## src/rtl/mix_col_seq.sv

```systemverilog
// Sequential AES MixColumns / InvMixColumns / bypass engine.
// Takes a state as four row words and returns four mixed column words, COLS_PER_CYCLE columns per clock.
module mix_col_seq #(
    parameter int COLS_PER_CYCLE = 1,
    parameter int OUT_REG        = 1
) (
    input  logic        clk,
    input  logic        rst_n,
    input  logic        in_valid,
    output logic        in_ready,
    input  logic        inv,
    input  logic        bypass,
    input  logic [31:0] row1,
    input  logic [31:0] row2,
    input  logic [31:0] row3,
    input  logic [31:0] row4,
    output logic        out_valid,
    input  logic        out_ready,
    output logic [31:0] colout1,
    output logic [31:0] colout2,
    output logic [31:0] colout3,
    output logic [31:0] colout4,
    output logic        busy
);

    if (!(COLS_PER_CYCLE == 1 || COLS_PER_CYCLE == 2 || COLS_PER_CYCLE == 4)) begin : g_bad_cols
        $error("mix_col_seq: COLS_PER_CYCLE must be 1, 2 or 4");
    end
    if (OUT_REG != 1) begin : g_bad_outreg
        $error("mix_col_seq: OUT_REG must be 1");
    end

    typedef enum logic [1:0] {IDLE, BUSY, DONE} state_e;

    // Counter value of the group that contains column 3.
    localparam logic [1:0] LAST_GRP = 2'(4 - COLS_PER_CYCLE);
    localparam logic [1:0] CNT_STEP = 2'(COLS_PER_CYCLE);

    state_e            state_q, state_d;
    logic [1:0]        cnt_q, cnt_d;
    logic [3:0][31:0]  row_q, row_d;
    logic [3:0][31:0]  col_q, col_d;
    logic              inv_q, inv_d;
    logic              byp_q, byp_d;

    function automatic logic [7:0] xtime(input logic [7:0] x);
        return {x[6:0], 1'b0} ^ (x[7] ? 8'h1b : 8'h00);
    endfunction

    function automatic logic [31:0] mix_col(input logic [31:0] col, input logic do_inv,
                                            input logic do_byp);
        logic [7:0] a [4];
        logic [7:0] x2 [4];
        logic [7:0] x4 [4];
        logic [7:0] x8 [4];
        logic [7:0] m3 [4];
        logic [7:0] m9 [4];
        logic [7:0] mb [4];
        logic [7:0] md [4];
        logic [7:0] me [4];
        for (int i = 0; i < 4; i++) begin
            a[i]  = col[31-8*i -: 8];
            x2[i] = xtime(a[i]);
            x4[i] = xtime(x2[i]);
            x8[i] = xtime(x4[i]);
            m3[i] = x2[i] ^ a[i];
            m9[i] = x8[i] ^ a[i];
            mb[i] = x8[i] ^ x2[i] ^ a[i];
            md[i] = x8[i] ^ x4[i] ^ a[i];
            me[i] = x8[i] ^ x4[i] ^ x2[i];
        end
        if (do_byp)
            return col;
        else if (do_inv)
            return {me[0] ^ mb[1] ^ md[2] ^ m9[3],
                    m9[0] ^ me[1] ^ mb[2] ^ md[3],
                    md[0] ^ m9[1] ^ me[2] ^ mb[3],
                    mb[0] ^ md[1] ^ m9[2] ^ me[3]};
        else
            return {x2[0] ^ m3[1] ^ a[2]  ^ a[3],
                    a[0]  ^ x2[1] ^ m3[2] ^ a[3],
                    a[0]  ^ a[1]  ^ x2[2] ^ m3[3],
                    m3[0] ^ a[1]  ^ a[2]  ^ x2[3]};
    endfunction

    // Column c is byte (3-c) of each row; ~c selects that byte for a 2-bit index.
    function automatic logic [31:0] get_col(input logic [3:0][31:0] rows, input logic [1:0] c);
        return {rows[0][{~c, 3'b000} +: 8], rows[1][{~c, 3'b000} +: 8],
                rows[2][{~c, 3'b000} +: 8], rows[3][{~c, 3'b000} +: 8]};
    endfunction

    always_ff @(posedge clk or negedge rst_n) begin
        if (!rst_n) begin
            state_q <= IDLE;
            cnt_q   <= '0;
            row_q   <= '0;
            col_q   <= '0;
            inv_q   <= 1'b0;
            byp_q   <= 1'b0;
        end else begin
            state_q <= state_d;
            cnt_q   <= cnt_d;
            row_q   <= row_d;
            col_q   <= col_d;
            inv_q   <= inv_d;
            byp_q   <= byp_d;
        end
    end

    always_comb begin
        logic [1:0] c;
        state_d = state_q;
        cnt_d   = cnt_q;
        row_d   = row_q;
        col_d   = col_q;
        inv_d   = inv_q;
        byp_d   = byp_q;
        c       = '0;
        case (state_q)
            IDLE: begin
                if (in_valid) begin
                    row_d   = {row4, row3, row2, row1};
                    inv_d   = inv;
                    byp_d   = bypass;
                    cnt_d   = '0;
                    state_d = BUSY;
                end
            end
            BUSY: begin
                for (int k = 0; k < COLS_PER_CYCLE; k++) begin
                    c        = cnt_q + 2'(k);
                    col_d[c] = mix_col(get_col(row_q, c), inv_q, byp_q);
                end
                cnt_d = cnt_q + CNT_STEP;
                if (cnt_q == LAST_GRP)
                    state_d = DONE;
            end
            DONE: begin
                if (out_ready)
                    state_d = IDLE;
            end
            default: state_d = IDLE;
        endcase
    end

    assign in_ready  = (state_q == IDLE);
    assign out_valid = (state_q == DONE);
    assign busy      = (state_q == BUSY);
    assign colout1   = col_q[0];
    assign colout2   = col_q[1];
    assign colout3   = col_q[2];
    assign colout4   = col_q[3];

endmodule
```

## config.mk

```make
export PLATFORM = sky130hd
export DESIGN_NAME = mix_col_seq
export DESIGN_NICKNAME = d
export VERILOG_FILES = /design/src/rtl/mix_col_seq.sv
export SDC_FILE = /design/constraint.sdc
export NUM_CORES = 1
export LEC_CHECK = 0
export ABC_AREA = 1
export ABC_CLOCK_PERIOD_IN_PS = 7150
export CAP_MARGIN = 20
export CELL_PAD_IN_SITES_DETAIL_PLACEMENT = 2
export CELL_PAD_IN_SITES_GLOBAL_PLACEMENT = 2
export CORE_UTILIZATION = 35
export CTS_BUF_LIST = sky130_fd_sc_hd__clkbuf_8
export DETAILED_ROUTE_END_ITERATION = 10
export PLACE_DENSITY = 0.95
export SYNTH_ARGS = -nofsm -noshare
export SYNTH_HDL_FRONTEND = slang
export SYNTH_SLANG_ARGS = --single-unit
```

## constraint.sdc

```tcl
create_clock -name clk -period 7.15 [get_ports clk]
set_input_delay 0.715 -clock clk [delete_from_list [all_inputs] [get_ports clk]]
set_output_delay 0.715 -clock clk [all_outputs]
set_load 0.05 [all_outputs]
```

==> flow_summary.toml <==
[final_layout]
nNetsFinal = 2732
areaGrowthSynthToFinish_pct = 24.0
final_common_cell = "nand2_1"
drive_gt1_share_pct = 12.4
final_cell_mix = "1106 x nand2_1, 282 x nand3_1, 263 x clkdlybuf4s50_1"
num-fill-cells = 5580

[critical_path]
cp_max_fo = 58
worst-setup-path-type = "reg -> reg"
critPathRequiredTime_ps = 7660
cp-start-kind = "flip-flop"
endpoint_kind = "flip-flop"
crit_arrival_ps = 5390

[die]
ios = 265
num_rows = 81
dieArea_um2 = 50300
start_util_pct = 35.4
die_h_um = 224
core-area_um2 = 48800
die_w_um = 224

[drt]
dr.first_iter.drc_count = 1402
ant_nets = 0
num_vias = 19100
avgViaCountPerCell = 5.80
wl_per_cell_um = 30.6
firstDrtPassIters = 5
drc = 0
drt_wl_total_mm = 101

[yosys]
syn_area_um2 = 17300
ys_warn_count = 0
syn_inst = 2353
syn_area_per_cell_um2 = 7.36
synth.distinct_cells = 36
synth-seq-area-share_pct = 37.9
ys_seq_elements = 262
synth_nets = 2491

[global_routing]
grt_pass1_vias = 21700
grt_use_met1_pct = 43.6
gr-usage-met3_pct = 8.62
grtUsageMet2_pct = 69.1
busiest_layer = "met2"
grt_max_degree = 158
grt_antenna_before_repair = 1
grt_overflow = 0
grt_use_total_pct = 39.9
grt_first_pass_wirelength_mm = 147

[worst_hold_path]
hold_class = "in -> async"

[clock_network]
cts_buffer_depth = 3
postCtsSetupBuffers = 0
clockRootBuffer = "clkbuf_8"
clk_pin_slew_ps = 90
ctsHoldBuffers = 0
ctsHtreeMaxLevel = 2
cts-buffers-inserted = 48
cts_tree = "done"
clock-sinks = 262
clk_latency_ps = 660
cts_resized = 0

[place]
globalplace.congestion = 0.933
port-buffer-count = 264
dp.final_hpwl_mm = 66.9

[timing]
rsz0062_at_grt = "false"
setup_viol = 0
period_minus_slack_ps = 4890
maxClockFrequency_ghz = 0.205
worstMarginPinSlew_ps = 1060
timing.final.crit_share_pct = 68.3
hold_violations = 0
maxSlewViolCount = 0
slew_headroom_pct = 29.2
fin_skew_ps = 72.9
setup_tns_ps = 0

[run_status]
status = "completed"

[run]
drv_cap = 0
-- critical path: stages, from the launching register on --
cell	delay [ps]
dfrtp_2	340
buf_4	570
inv_2	470
buf_4	380
nand3_1	140
nand2_2	450
inv_2	430
nand2_1	100
nand2_1	150
nand2_1	80
nand2_1	260
inv_1	180
nand2_1	100
nand2_1	120
nor2_1	240
inv_1	80
nand2_1	80
nand2_1	50
nand3_1	100
nand2_1	140
nand3_1	130
nand2_1	90
-- cells by family (layout without fill, tap and decap cells) --
| group | Yosys count | after routing | share of synthesized area (%) |
|---|---|---|---|
| other | 0 | 2 | 0 |
| xor gates and xnor gates | 179 | 179 | 10.1 |
| AOI/OAI and AO/OA | 77 | 77 | 2.45 |
| buffers and inverters | 195 | 470 | 5.22 |
| adders and majority gates | 4 | 4 | 0.289 |
| muxes | 114 | 114 | 7.42 |
| and+or+nand+nor | 1522 | 1522 | 36.7 |
| DFF | 262 | 262 | 37.9 |
-- routing by layer --
| layer | part of all wire (%) | routed length (um) |
|---|---|---|
| met1 | 36 | 36500 |
| met2 | 49 | 49600 |
| met4 | 7.5 | 7580 |
| met5 | 0.0089 | 9 |
| met3 | 6.9 | 6990 |
-- state kept, by name, indices dropped and copies added (netlist names) --
signal   flops
cnt_q        2
colout2     32
row_q      128
colout3     32
colout1     32
colout4     32
byp_q        1
inv_q        1
state_q      2
-- metrics by stage --
stage | worst slack (ps) | cells | cell area [um^2] | hold WS (ps) | utilization (%)
after CTS | 2410 | 3292 | 21500 | 190 | 43.9
after global placement | 2890 | 3208 | 20400 | 463 | 41.8
after global routing | 2190 | 3292 | 21500 | 193 | 43.9
after detailed placement | 2590 | 3208 | 20400 | 473 | 41.8
after floorplan | 4870 | 2353 | 17300 | 419 | -
final | 2260 | 3294 | 21500 | 119 | 44.0
-- worst paths after layout --
path / depth (start not counted) / startpoint / slack, ps / end
worst max-delay path: 21 / cnt_q[1] / 2260 / colout4[28]
worst min-delay path: 1 / rst_n / 120 / colout2[16]
worst max register to register: 21 / cnt_q[1] / 2260 / colout4[28]
worst min register to register: 2 / colout4[14] / 500 / colout4[14]
max in group asynchronous: 2 / rst_n / 5400 / row_q[74]
min in group clk: 2 / colout4[14] / 500 / colout4[14]
-- cell type report --
class | instances | area (um^2) | area share [%]
Antenna cell | 2 | 5.00 | 0.0233
Multi-Input combinational cell | 1896 | 9860 | 45.9
Tap cell | 664 | 831 | 3.87
Clock buffer | 63 | 867 | 4.04
Inverter | 104 | 393 | 1.83
Clock inverter | 21 | 161 | 0.752
Timing Repair Buffer | 282 | 2800 | 13.0
Sequential cell | 262 | 6560 | 30.6
-- synthesized netlist by cell type (all sizes together) --
master | number | share of area, %
a21oi | 36 | 1.0
o31ai | 1 | 0.043
xnor3 | 1 | 0.13
nand2 | 1185 | 27
o21bai | 3 | 0.20
a21o | 1 | 0.043
dfrtp | 262 | 38
nand3 | 282 | 8.2
clkinv | 1 | 0.022
xnor2 | 62 | 3.5
nand4 | 4 | 0.14
nor2 | 42 | 0.91
inv | 103 | 2.2
mux2 | 114 | 7.4
xor2 | 116 | 6.4
ha | 4 | 0.29
and2 | 1 | 0.036
clkbuf | 40 | 0.87
o21ai | 36 | 1.1
or2 | 4 | 0.14
buf | 51 | 2.1
nand3b | 4 | 0.17
Power is not shown: default switching activity piles up to over one toggle a cycle in this logic, so the estimate is an artifact.
